--- src/rtl/dh_game_pkg.sv ---
// Duck Hunt game-flow types and defaults shared by ctl_round, its timer and its bus.
//   state_t  : game-flow state, 3-bit encoding IDLE=0 .. GAME_OVER=6
//   status_t : registered status payload that ctl_round presents on its bus
package dh_game_pkg;

  localparam int unsigned CNT_W = 4;
  localparam int unsigned TMR_W = 8;

  localparam int unsigned DEF_DUCKS_PER_ROUND = 10;
  localparam int unsigned DEF_PASS_HITS       = 6;
  localparam int unsigned DEF_ROUNDS_MAX      = 9;
  localparam int unsigned DEF_INTRO_FRAMES    = 120;
  localparam int unsigned DEF_GAP_FRAMES      = 60;
  localparam int unsigned DEF_END_FRAMES      = 180;

  typedef enum logic [2:0] {
    IDLE      = 3'd0,
    INTRO     = 3'd1,
    LAUNCH    = 3'd2,
    FLY       = 3'd3,
    GAP       = 3'd4,
    ROUND_END = 3'd5,
    GAME_OVER = 3'd6
  } state_t;

  typedef struct packed {
    logic             game_start;
    logic             reset_score;
    logic             pause;
    logic             looser;
    logic [CNT_W-1:0] round_num;
    logic [CNT_W-1:0] hits_in_round;
    logic [CNT_W-1:0] ducks_left;
    state_t           game_state;
  } status_t;

  // Increment that sticks at lim.
  function automatic logic [CNT_W-1:0] sat_inc(input logic [CNT_W-1:0] v,
                                                input logic [CNT_W-1:0] lim);
    return (v >= lim) ? v : v + CNT_W'(1);
  endfunction

  // Decrement that sticks at zero.
  function automatic logic [CNT_W-1:0] sat_dec(input logic [CNT_W-1:0] v);
    return (v == '0) ? v : v - CNT_W'(1);
  endfunction

endpackage

--- src/rtl/ctl_round_if.sv ---
// Bus between ctl_round and the rest of the ctrl section.
//   inputs to ctl_round : new_frame, start_btn, pause_req, duck_hit, duck_escaped, no_ammo
//   outputs of ctl_round: status (game_start, reset_score, pause, looser, round_num,
//                         hits_in_round, ducks_left, game_state)
// slave is the controller side, master is the environment side.
interface ctl_round_if;
  import dh_game_pkg::*;

  logic    new_frame;
  logic    start_btn;
  logic    pause_req;
  logic    duck_hit;
  logic    duck_escaped;
  logic    no_ammo;
  status_t status;

  modport slave (
    input  new_frame, start_btn, pause_req, duck_hit, duck_escaped, no_ammo,
    output status
  );

  modport master (
    output new_frame, start_btn, pause_req, duck_hit, duck_escaped, no_ammo,
    input  status
  );

endinterface

--- src/rtl/frame_timer.sv ---
// Frame down-counter shared by the timed game states.
//   clk, rst_n  : clock, async active-low reset
//   load_i      : load load_val_i (wins over en_i)
//   load_val_i  : frames minus one
//   en_i        : one counted frame
//   done_c      : combinational, high on the counted frame seen at count zero
module frame_timer
  import dh_game_pkg::*;
#(
  parameter int unsigned W = TMR_W
) (
  input  logic         clk,
  input  logic         rst_n,
  input  logic         load_i,
  input  logic [W-1:0] load_val_i,
  input  logic         en_i,
  output logic         done_c
);

  logic [W-1:0] cnt_q, cnt_d;

  // Count down and rest at zero; the owner reloads on every timed-state entry.
  always_comb begin
    cnt_d = cnt_q;
    if (load_i) begin
      cnt_d = load_val_i;
    end else if (en_i && (cnt_q != '0)) begin
      cnt_d = cnt_q - W'(1);
    end
  end

  assign done_c = en_i && (cnt_q == '0);

  always_ff @(posedge clk or negedge rst_n) begin
    if (!rst_n) begin
      cnt_q <= '0;
    end else begin
      cnt_q <= cnt_d;
    end
  end

endmodule

--- src/rtl/ctl_round.sv ---
// Duck Hunt game-flow controller: sequences rounds of ducks, counts hits/escapes,
// decides round pass/fail and game over, drives pause/looser overlay flags and
// the reset_score pulse.
//   clk  : system clock
//   rst  : async active-low reset
//   bus  : ctl_round_if.slave (frame/button/duck events in, registered status out)
module ctl_round
  import dh_game_pkg::*;
#(
  parameter int unsigned DUCKS_PER_ROUND = DEF_DUCKS_PER_ROUND,
  parameter int unsigned PASS_HITS       = DEF_PASS_HITS,
  parameter int unsigned ROUNDS_MAX      = DEF_ROUNDS_MAX,
  parameter int unsigned INTRO_FRAMES    = DEF_INTRO_FRAMES,
  parameter int unsigned GAP_FRAMES      = DEF_GAP_FRAMES,
  parameter int unsigned END_FRAMES      = DEF_END_FRAMES
) (
  input  logic        clk,
  input  logic        rst,
  ctl_round_if.slave  bus
);

  localparam logic [CNT_W-1:0] DUCKS_C  = CNT_W'(DUCKS_PER_ROUND);
  localparam logic [CNT_W-1:0] PASS_C   = CNT_W'(PASS_HITS);
  localparam logic [CNT_W-1:0] ROUNDS_C = CNT_W'(ROUNDS_MAX);
  localparam logic [TMR_W-1:0] INTRO_LD = TMR_W'(INTRO_FRAMES - 1);
  localparam logic [TMR_W-1:0] GAP_LD   = TMR_W'(GAP_FRAMES - 1);
  localparam logic [TMR_W-1:0] END_LD   = TMR_W'(END_FRAMES - 1);

  state_t           state_q, state_d;
  logic [CNT_W-1:0] round_q, round_d;
  logic [CNT_W-1:0] hits_q, hits_d;
  logic [CNT_W-1:0] left_q, left_d;
  logic             looser_q, looser_d;
  logic             pause_q, pause_d;
  logic             game_start_q, game_start_d;
  logic             reset_score_q, reset_score_d;

  logic             tmr_load_c;
  logic [TMR_W-1:0] tmr_val_c;
  logic             tmr_done_c;
  logic             pause_live_c;

  // Pause only has effect while a game is in progress; it freezes frame counting.
  assign pause_live_c = bus.pause_req && !(state_q inside {IDLE, GAME_OVER});

  frame_timer #(.W(TMR_W)) u_frame_timer (
    .clk        (clk),
    .rst_n      (rst),
    .load_i     (tmr_load_c),
    .load_val_i (tmr_val_c),
    .en_i       (bus.new_frame && !pause_live_c),
    .done_c     (tmr_done_c)
  );

  // Next-state and next-output logic.
  always_comb begin
    state_d       = state_q;
    round_d       = round_q;
    hits_d        = hits_q;
    left_d        = left_q;
    looser_d      = looser_q;
    game_start_d  = 1'b0;
    reset_score_d = 1'b0;
    tmr_load_c    = 1'b0;
    tmr_val_c     = '0;

    case (state_q)
      IDLE, GAME_OVER: begin
        if (bus.start_btn) begin
          state_d       = INTRO;
          round_d       = CNT_W'(1);
          hits_d        = '0;
          left_d        = DUCKS_C;
          looser_d      = 1'b0;
          reset_score_d = 1'b1;
          tmr_load_c    = 1'b1;
          tmr_val_c     = INTRO_LD;
        end
      end

      INTRO: begin
        // Timer cannot fire while paused, so LAUNCH is held off for free.
        if (tmr_done_c) begin
          state_d      = LAUNCH;
          game_start_d = 1'b1;
          left_d       = sat_dec(left_q);
        end
      end

      LAUNCH: begin
        state_d = FLY;
      end

      FLY: begin
        // A hit outranks an escape or running dry in the same cycle.
        if (bus.duck_hit) begin
          hits_d     = sat_inc(hits_q, DUCKS_C);
          state_d    = GAP;
          tmr_load_c = 1'b1;
          tmr_val_c  = GAP_LD;
        end else if (bus.duck_escaped) begin
          state_d    = GAP;
          tmr_load_c = 1'b1;
          tmr_val_c  = GAP_LD;
        end else if (bus.no_ammo) begin
          state_d  = GAME_OVER;
          looser_d = 1'b1;
        end
      end

      GAP: begin
        if (tmr_done_c) begin
          if (left_q != '0) begin
            state_d      = LAUNCH;
            game_start_d = 1'b1;
            left_d       = sat_dec(left_q);
          end else begin
            state_d    = ROUND_END;
            tmr_load_c = 1'b1;
            tmr_val_c  = END_LD;
          end
        end
      end

      ROUND_END: begin
        if (tmr_done_c) begin
          if (hits_q < PASS_C) begin
            state_d  = GAME_OVER;
            looser_d = 1'b1;
          end else if (round_q == ROUNDS_C) begin
            state_d  = GAME_OVER;
            looser_d = 1'b0;
          end else begin
            state_d    = INTRO;
            round_d    = round_q + CNT_W'(1);
            hits_d     = '0;
            left_d     = DUCKS_C;
            tmr_load_c = 1'b1;
            tmr_val_c  = INTRO_LD;
          end
        end
      end

      default: begin
        state_d = IDLE;
      end
    endcase

    // Registered pause flag tracks the state being entered.
    pause_d = bus.pause_req && !(state_d inside {IDLE, GAME_OVER});
  end

  // State and output registers.
  always_ff @(posedge clk or negedge rst) begin
    if (!rst) begin
      state_q       <= IDLE;
      round_q       <= '0;
      hits_q        <= '0;
      left_q        <= '0;
      looser_q      <= 1'b0;
      pause_q       <= 1'b0;
      game_start_q  <= 1'b0;
      reset_score_q <= 1'b0;
    end else begin
      state_q       <= state_d;
      round_q       <= round_d;
      hits_q        <= hits_d;
      left_q        <= left_d;
      looser_q      <= looser_d;
      pause_q       <= pause_d;
      game_start_q  <= game_start_d;
      reset_score_q <= reset_score_d;
    end
  end

  assign bus.status = '{
    game_start:    game_start_q,
    reset_score:   reset_score_q,
    pause:         pause_q,
    looser:        looser_q,
    round_num:     round_q,
    hits_in_round: hits_q,
    ducks_left:    left_q,
    game_state:    state_q
  };

endmodule
--- src/flat_wrapper.sv ---
// flat-port wrapper written by rule: the top's interface ports become plain ports
module ctl_round_flat import dh_game_pkg::*;
#(
  parameter int unsigned DUCKS_PER_ROUND = DEF_DUCKS_PER_ROUND,
  parameter int unsigned PASS_HITS       = DEF_PASS_HITS,
  parameter int unsigned ROUNDS_MAX      = DEF_ROUNDS_MAX,
  parameter int unsigned INTRO_FRAMES    = DEF_INTRO_FRAMES,
  parameter int unsigned GAP_FRAMES      = DEF_GAP_FRAMES,
  parameter int unsigned END_FRAMES      = DEF_END_FRAMES
)
  (clk, rst, bus_new_frame, bus_start_btn, bus_pause_req, bus_duck_hit, bus_duck_escaped, bus_no_ammo, bus_status);
  ctl_round_if bus_i ();
  input  logic clk;
  input  logic rst;
  input wire logic [$bits(bus_i.new_frame)-1:0] bus_new_frame;
  input wire logic [$bits(bus_i.start_btn)-1:0] bus_start_btn;
  input wire logic [$bits(bus_i.pause_req)-1:0] bus_pause_req;
  input wire logic [$bits(bus_i.duck_hit)-1:0] bus_duck_hit;
  input wire logic [$bits(bus_i.duck_escaped)-1:0] bus_duck_escaped;
  input wire logic [$bits(bus_i.no_ammo)-1:0] bus_no_ammo;
  output wire logic [$bits(bus_i.status)-1:0] bus_status;
  assign bus_i.new_frame = bus_new_frame;
  assign bus_i.start_btn = bus_start_btn;
  assign bus_i.pause_req = bus_pause_req;
  assign bus_i.duck_hit = bus_duck_hit;
  assign bus_i.duck_escaped = bus_duck_escaped;
  assign bus_i.no_ammo = bus_no_ammo;
  assign bus_status = bus_i.status;
  ctl_round #(.DUCKS_PER_ROUND(DUCKS_PER_ROUND), .PASS_HITS(PASS_HITS), .ROUNDS_MAX(ROUNDS_MAX), .INTRO_FRAMES(INTRO_FRAMES), .GAP_FRAMES(GAP_FRAMES), .END_FRAMES(END_FRAMES)) u_core (.clk(clk), .rst(rst), .bus(bus_i));
endmodule
--- config.mk ---
export PLATFORM = sky130hd
export DESIGN_NAME = ctl_round_flat
export DESIGN_NICKNAME = d
export VERILOG_FILES = /design/src/rtl/dh_game_pkg.sv /design/src/rtl/ctl_round_if.sv /design/src/rtl/frame_timer.sv /design/src/rtl/ctl_round.sv /design/src/flat_wrapper.sv
export SDC_FILE = /design/constraint.sdc
export NUM_CORES = 1
export LEC_CHECK = 0
export CAP_MARGIN = 15
export CORE_AREA = 4 4 64 66
export CTS_BUF_LIST = sky130_fd_sc_hd__clkbuf_4 sky130_fd_sc_hd__clkbuf_8
export DETAILED_ROUTE_END_ITERATION = 7
export DIE_AREA = 0 0 68 70
export GPL_ROUTABILITY_DRIVEN = 0
export PLACE_DENSITY = 0.8
export SYNTH_ARGS = -nofsm -noshare
export SYNTH_HDL_FRONTEND = slang
export SYNTH_SLANG_ARGS = --single-unit
--- constraint.sdc ---
create_clock -name clk -period 2 [get_ports clk]
set_input_delay 0.2 -clock clk [delete_from_list [all_inputs] [get_ports clk]]
set_output_delay 0.2 -clock clk [all_outputs]
set_load 0.05 [all_outputs]
; Word-level counts from Yosys, hierarchy flattened
; Index checks and enable logic that the tools add are counted.
[totals]
inputBits = 8
out_inout_bits = 19
ff_bits = 27
[classes]
addsub = 4
order_cmp = 2
n_eq_ne = 21
mux = 65
reduce_logical = 25
[ops]
columns = operator, n
row1 = $mux 4, 18
row2 = $mux 8, 7
row3 = $pmux 8 s4, 1
row4 = $mux 3, 10
row5 = $mux 1, 19
row6 = $pmux 3 s6, 1
row7 = $ne 2x2->1 const B, 8
row8 = $pmux 4 s4, 1
row9 = $mux 7, 2
row10 = $reduce_and 7->1, 2
row11 = $eq 3x3->1 const B, 4
row12 = $pmux 4 s3, 1
row13 = $add 4x1->4 const B, 2
row14 = $logic_not 8->1, 1
row15 = $ne 2x1->1 const B, 4
row16 = $pmux 4 s2, 1
row17 = $reduce_and 8->1, 1
row18 = $reduce_bool 2->1, 4
row19 = $reduce_bool 4->1, 2
row20 = $reduce_bool 8->1, 1
row21 = $sub 8x1->8 const B, 1
row22 = $eq 3x2->1 const B, 2
row23 = $logic_not 3->1, 2
row24 = $mux 6, 1
row25 = 15 further kinds, 21

; Depth between registers and ports, before layout
; Gate-level depths: netlist of run 1.
[logic_depth]
depth_word = 13
depth_mapped = 9
mapped_depth_nobuf = 9

; Hierarchy
; Synthesis of run 1 repeated with hierarchy kept, for this count alone.
[hier_totals]
cells_unflattened = 208
hier_area_um2 = 1836.8
[modules_own_cells]
columns = module, cells_each, n_inst, seq_area_each_um2, area_each_um2
row1 = ctl_round, 148, 1, 475.5, 1297.5
row2 = frame_timer, 60, 1, 200.2, 539.3

; Least setup slack after synthesis of run 1
; OpenSTA, ideal clock, no wires.
[synth_path]
kind = register to register
start = register u_core.state_q[1]
end = register u_core.left_q[2]
arrival_time_ns = 2.346
path_buffers = 1
required_ns = 1.923
synth_period_minus_slack_ns = 2.424
path_slack_ns = -0.424
path_stages_with_launch = 9
path_cell_list = dfrtp_1 buf_6 xor2_2 a2bb2oi_2 or4_4 a21oi_2 o21ai_2 or3_1 a21oi_1
[synth_between]
elab_chain_cells = 9
[synth_rtl]
columns = item, line_no
row1 = "start, declared", ctl_round.sv:29  ; state_t state_q, state_d;
row2 = "start signal, assigned", ctl_round.sv:165  ; state_q <= state_d;
row3 = $eq 3x3->1 or $logic_not 3->1 (tied branches), "ctl_round.sv:44, ctl_round.sv:67"
row4 = $reduce_bool 2->1, ctl_round.sv:44  ; assign pause_live_c = bus.pause_req && !(state_q inside {IDLE, GAME_OVER});
row5 = $logic_not 1->1, ctl_round.sv:44
row6 = $logic_and 1x1->1, ctl_round.sv:44
row7 = $logic_not 1->1, ctl_round.sv:51  ; .en_i (bus.new_frame && !pause_live_c),
row8 = $logic_and 1x1->1, ctl_round.sv:51
row9 = $logic_and 1x1->1, frame_timer.sv:32  ; assign done_c = en_i && (cnt_q == '0);
row10 = $ne 2x1->1 (no line), --
row11 = $reduce_and 8->1 (no line), --
row12 = "end signal, assigned", ctl_round.sv:168  ; left_q <= left_d;
row13 = "end, declared", ctl_round.sv:32  ; logic [CNT_W-1:0] left_q, left_d;
; Parallel ways exist; a longest one is shown, timed or not.
; A chain may end at the register's enable or synchronous reset.

; Worst setup path after layout of run 1
[layout_path]
start = register u_core.u_frame_timer.cnt_q[1]
end = register u_core.pause_q
[layout_between]
elab_chain_cells = 8
[layout_rtl]
columns = item, line_no
row1 = "start, declared", frame_timer.sv:20  ; logic [W-1:0] cnt_q, cnt_d;
row2 = "start signal, assigned", frame_timer.sv:38  ; cnt_q <= cnt_d;
row3 = $logic_not 8->1 *, frame_timer.sv:32
row4 = $logic_and 1x1->1 *, frame_timer.sv:32
row5 = $mux 3 (on tied branches), "ctl_round.sv:126, ctl_round.sv:83, ctl_round.sv:112"
row6 = $pmux 3 s6 *, ctl_round.sv:67  ; case (state_q)
row7 = via u_core.state_d[0], ctl_round.sv:29
row8 = $eq 3x3->1 or $logic_not 3->1 (tied branches), ctl_round.sv:150  ; pause_d = bus.pause_req && !(state_d inside {IDLE, GAME_OVER});
row9 = $reduce_bool 2->1 *, ctl_round.sv:150
row10 = $logic_not 1->1 *, ctl_round.sv:150
row11 = $logic_and 1x1->1 *, ctl_round.sv:150
row12 = via u_core.pause_d, ctl_round.sv:34  ; logic pause_q, pause_d;
row13 = "end signal, assigned", ctl_round.sv:170  ; pause_q <= pause_d;
row14 = "end, declared", ctl_round.sv:34
; Mark *: on every way through the listed nets, which the timed path passes. The rest lies on a longest branch.

==> run summary, run 1 <==
status: finished with violations
failing checks: negative setup slack
Crit path required time: 2.29 ns
CP cell instances: inv_2 > ha_4 > nor4b_4 > nand2_2 > buf_4 > buf_4 > nor4_4 > nor2_2 > o21ai_1 > nand2b_1 > o21a_1
die area: 4760 um2
EDFF count, synth: 0
n_diodes: 0
final worst-path cycle share: 109%
Worst-Skew Late Latency: 0.33 ns
FF+latch count, synth: 27
I/O pins: 27
dpl cell area: 2310 um2
first-pass GRT wire length: 7810 um
Cells after DPL: 297
CP Buf/Inv Count: 3
Distinct cells, synth: 50
initial antenna violation count: 0
Syn Area/Cell: 9.05 um2
Iter 0 DRT Violations: 137
Int Pwr: 1.05 mW
Worst Max-Slew Pin Slew: 0.515 ns
Mapped Cells: 190
hold_ws: 0.218 ns
worst-case clock buffer depth: 2
H-tree levels: 1
Max Clock Freq: 0.457 GHz
vias in the first global route: 1699
worst clock skew: 0.00414 ns
Max Slew Vio Count: 0
HP Class: input pin to async pin
core area: 3580 um2
post-synthesis sequential area ratio: 39.3%
Final Worst Setup Slack: -0.189 ns
clk sinks: 27
dpl hpwl: 3160 um
most numerous cell in the Yosys netlist: dfrtp_1
cell area after layout: 2570 um2
Logic pwr share: 43.2%
cell taking the most area after synthesis: dfrtp_1
CP Capture Type: flip-flop
routed len/inst: 15.8 um
Final TNS setup: -1.39 ns
Initial Utilization: 48.1%
# port buffers: 26
max-cap viol count: 0
largest cells by area after synthesis: dfrtp_1 (39%), ha_1 (5.8%), nand2_1 (4.1%), nand3_1 (3.5%), nor2_1 (3.5%)
fin cells: 311
Worst-path clk slew: 0.15 ns
most common library cells after synthesis: dfrtp_1 (27), nand2_1 (19), nor2_1 (16), nand3_1 (12)
Core Util, Final: 71.8%
DRC violations left: 0
all-layer global routing usage: 21.3%
synthesized area: 1720 um2
slowest cell on the critical path: dfrtp_1
leak pwr: 1.11 nW
largest net degree at the start of global routing: 28
multi-input logic area: 1100 um2
Syn Nets: 206
CTS root buf: clkbuf_4
Hold Fails Final Rpt: 0
share of post-route cells with drive strength above 1: 38.4%
yosys warns: 0
Max FO, Critical Path: 4
critical setup path kind: flip-flop to flip-flop
cell repeated most along the worst path: buf_4
routed vias: 1726
element type at the critical path start: flip-flop
DR vias/cell: 5.55
switching pwr: 0.578 mW
main flop type after synthesis: dfrtp_1
relative max-transition margin: 65.5%
min Tclk post-route: 2.19 ns
RSZ-0062 raised after global routing: yes
PwrDens: 633 nW/um2
Sw Ratio: 35.5%
Num CTS Buffers: 3
Clock power frac: 15.0%
first drt pass iteration count: 4
row cnt: 22
cts hold-fix bufs: 0
final wirelength: 4930 um
final setup vio count: 17
Die Ht: 70 um
Post-synth ARST share: 100%
sequential share of power: 41.7%
Data arrival, critical path: 2.48 ns
number of routed nets with antenna violations: 0
Seq. cell area: 687 um2
CTS tree: built
slowest stage delay, CP: 0.42 ns
CP delay by family, top: simple AND/OR/NAND/NOR gates
die width: 68 um
nets: 280
Max VDD drop: 0.288 mV
# fillers: 244
Yosys top cell area share: 39.3%
area grow syn2layout: 49.3%
total grt overflow: 0
kinds of logic after synthesis:
family / count (synthesis) / share of synthesized area [%]
muxes: 3 / 1.89
DFF: 27 / 39.3
adders and majority gates: 8 / 5.82
buffers and inverters: 18 / 5.67
AOI/OAI and AO/OA: 42 / 16.4
and+or+nand+nor: 82 / 25.4
xor gates and xnor gates: 10 / 5.53
state kept, by name, indices dropped and copies added (netlist names):
signal and flops:
u_core.looser_q 1, u_core.state_q 3, u_core.hits_q 4, u_core.pause_q 1, u_core.reset_score_q 1, u_core.u_frame_timer.cnt_q 8
u_core.game_start_q 1, u_core.round_q 4, u_core.left_q 4
path summary, 6_finish.rpt:
path	from	endpoint	slack, ns	cells past startpoint
min	rst	u_core.state_q[0]	0.22	2
max in group asynchronous	rst	u_core.left_q[0]	1.51	2
min reg2reg	u_core.round_q[0]	u_core.round_q[0]	0.59	2
min in group clk	bus_pause_req	u_core.pause_q	0.56	3
max reg2reg	u_core.u_frame_timer.cnt_q[1]	u_core.pause_q	-0.19	11
max	u_core.u_frame_timer.cnt_q[1]	u_core.pause_q	-0.19	11
metrics by stage:
step / worst slack, ns / power (mW)
floorplan: -0.272 / 0.993
global placement: -0.182 / 1.23
detailed placement: -0.197 / 1.24
CTS: -0.159 / 1.53
global route: -0.286 / 1.73
finish: -0.189 / 1.63
layout make-up:
class | instances | area share (%)
multi-input combinational | 145 | 42.9
clock inverter | 1 | 0.195
sequential | 27 | 26.7
tap | 48 | 2.34
clock buffer | 3 | 0.877
inverter | 10 | 1.46
timing repair buffer | 77 | 25.5
routing by layer:
| metal | GRT usage [%] | part of all wire, % |
|---|---|---|
| met5 | 0 | 0 |
| met1 | 28.3 | 43 |
| met4 | 10.4 | 2.8 |
| met2 | 33.2 | 49 |
| met3 | 3.22 | 5.1 |
power groups by stage:
stage,logic (mW),clock network (mW),registers [mW]
after floorplan,0.250,0,0.743
after global placement,0.554,0,0.679
after detailed placement,0.562,0,0.683
after CTS,0.609,0.251,0.674
after global routing,0.768,0.275,0.687
final,0.703,0.245,0.679
placed cells by master (no fill, tap or decap), types with 4 or more instances in the layout:
cell,n
a21oi_1,5
buf_4,48
clkdlybuf4s50_1,24
dfrtp_1,18
dfrtp_2,9
ha_1,7
inv_1,8
nand2_1,19
nand2b_1,4
nand3_1,9
nor2_1,14
nor3_1,6
o21ai_0,7
xor2_1,6
repair_timing:
item / 4_1_cts / 5_1_grt
endpoints found under the hold margin: 0 / 0
endpoints found under the setup margin: 20 / 23
buffers inserted: 5 / 7
pin swaps: 4 / 13
gates resized for setup: 16 / 23
(Power assumes the default switching activity.)
==> run 2: changes to the inputs <==
CORE_AREA = 2 2 62 64   (was 4 4 64 66)
DIE_AREA = 0 0 64 66   (was 0 0 68 70)
SKIP_CTS_REPAIR_TIMING = 1   (was default)
SLEW_MARGIN = 20   (was default)
==> run summary, run 2 (synthesis gave the netlist of run 1 again) <==
dpl cell area: 2310 um2 (unchanged)
reg2reg path depth: 7 (-4)
CP Buf/Inv Count: 0 (-3)
largest net degree at the start of global routing: 28 (unchanged)
n_diodes: 0 (unchanged)
routed len/inst: 13.6 um (-14%)
Final Worst Setup Slack: -0.167 ns (+0.0220 ns)
min Tclk post-route: 2.17 ns (-0.0220 ns)
final wirelength: 4140 um (-16%)
DR vias/cell: 5.28 (-4.9%)
I/O pins: 27 (unchanged)
Data arrival, critical path: 2.47 ns (about the same)
worst reg2reg endpoint: u_core.left_q[2]
Worst Max-Slew Pin Slew: 0.507 ns (-0.00815 ns)
vias in the first global route: 1518 (-11%)
CP delay by family, top: simple AND/OR/NAND/NOR gates
CTS root buf: clkbuf_4
worst-case clock buffer depth: 2 (unchanged)
RSZ-0062 raised after global routing: yes
Worst R2R Start: u_core.state_q[1]
Crit path required time: 2.30 ns (about the same)
share of post-route cells with drive strength above 1: 32.8% (-5.6 points)
failing checks: negative setup slack
initial antenna violation count: 0 (unchanged)
leak pwr: 1.08 nW (-2.8%)
fin cells: 304 (-2.3%)
cell area after layout: 2440 um2 (-5.0%)
all-layer global routing usage: 20.9% (-0.47 points)
first-pass GRT wire length: 6890 um (-12%)
HP Class: input pin to async pin
nets: 273 (-2.5%)
Initial Utilization: 48.4% (+0.37 points)
status: finished with violations
leading cell type in the layout, fill and taps excluded: buf_4
Core Util, Final: 68.7% (-3.0 points)
area grow syn2layout: 41.9%
worst slack at placement: -0.231 ns (-0.0343 ns)
row cnt: 22 (unchanged)
# port buffers: 26 (unchanged)
PwrDens: 636 nW/um2 (+0.38%)
clk sinks: 27 (unchanged)
Hold Fails Final Rpt: 0 (unchanged)
Iter 0 DRT Violations: 61 (-55%)
Worst-Skew Late Latency: 0.35 ns (+0.02 ns)
hold_ws: 0.190 ns (-0.0281 ns)
Max FO, Critical Path: 5 (+1)
max reg flops: 8 (unchanged)
dpl hpwl: 3100 um (-1.7%)
Worst-path clk slew: 0.16 ns (about the same)
PnR Total Power: 1.55 mW (-4.6%)
total grt overflow: 0 (unchanged)
critical setup path kind: flip-flop to flip-flop
relative max-transition margin: 66.1% (+0.55 points)
first drt pass iteration count: 4 (unchanged)
DRC violations left: 0 (unchanged)
reg2reg setup slack: -0.17 ns (+0.02 ns)
number of routed nets with antenna violations: 0 (unchanged)
Final TNS setup: -0.529 ns (+0.861 ns)
Top reg by flops: u_core.u_frame_timer.cnt_q
H-tree levels: 1 (unchanged)
# fillers: 270 (+11%)
Cells after DPL: 297 (unchanged)
core area: 3550 um2 (-0.77%)
die area: 4220 um2 (-11%)
CTS tree: built
slowest stage delay, CP: 0.52 ns (+0.10 ns)
slowest cell on the critical path: or4_4
Max VDD drop: 0.301 mV (+4.6%)
Num CTS Buffers: 3 (unchanged)
Max Slew Vio Count: 0 (unchanged)
final setup vio count: 6 (-11)
worst clock skew: 0.0133 ns (+0.00919 ns)
element type at the critical path start: flip-flop
CP Capture Type: flip-flop
routed vias: 1604 (-7.1%)
max-cap viol count: 0 (unchanged)
Die Ht: 66 um (-5.7%)
final worst-path cycle share: 108% (-1.1 points)
Max Clock Freq: 0.461 GHz (+1.0%)
most frequent cells in the layout: buf_4 (44), clkdlybuf4s50_1 (24), nand2_1 (19), dfrtp_1 (18), nor2_1 (15)
CP cell instances: xor2_4 > a2bb2oi_2 > or4_4 > a21oi_2 > o21ai_2 > or3_1 > a21oi_1
die width: 64 um (-5.9%)
## run 2: cell types whose count changed in the layout (fill, tap and decap cells not counted), sizes merged
cell,previous run,this run
buf,51,44
clkinvlp,0,1
dlygate4sd2,1,0
dlymetal6s2s,1,2
clkinv,1,0
## run 2: metal layers
metal | part of all wire (%) | up-vias | routed length, um | track usage [%]
met3 | 4.2 | 5 | 175 | 1.53
met1 | 48 | 755 | 1990 | 28.5
li1 | - | 801 | - | -
met4 | 1.6 | 0 | 66 | 7.34
met5 | 0 | - | 0 | 0
met2 | 46 | 43 | 1910 | 34.9
## run 2: worst max path at each step
| stage | startpoint | to | slack [ns] | cells after the start |
|---|---|---|---|---|
| floorplan | u_core.state_q[1] | u_core.left_q[2] | -0.27 | 8 |
| global placement | bus_new_frame | u_core.left_q[2] | -0.18 | 8 |
| detailed placement | bus_new_frame | u_core.left_q[2] | -0.23 | 8 |
| CTS | u_core.u_frame_timer.cnt_q[0] | u_core.left_q[2] | -0.16 | 9 |
| global route | u_core.state_q[1] | u_core.left_q[2] | -0.25 | 7 |
| finish | u_core.state_q[1] | u_core.left_q[2] | -0.17 | 7 |
## run 2: area by class of cell
class	count	area [um2]	area share [%]
Clock buffer	3	22.5	0.923
Clock inverter	1	7.51	0.308
Inverter	10	37.5	1.54
Multi-Input combinational cell	145	1030	42.2
Sequential cell	27	687	28.1
Tap cell	48	60.1	2.46
Timing Repair Buffer	70	596	24.4
## run 2: where the power goes
group          internal [mW]  switching (mW)
logic                  0.304           0.313
registers              0.619          0.0557
clock network         0.0770           0.183
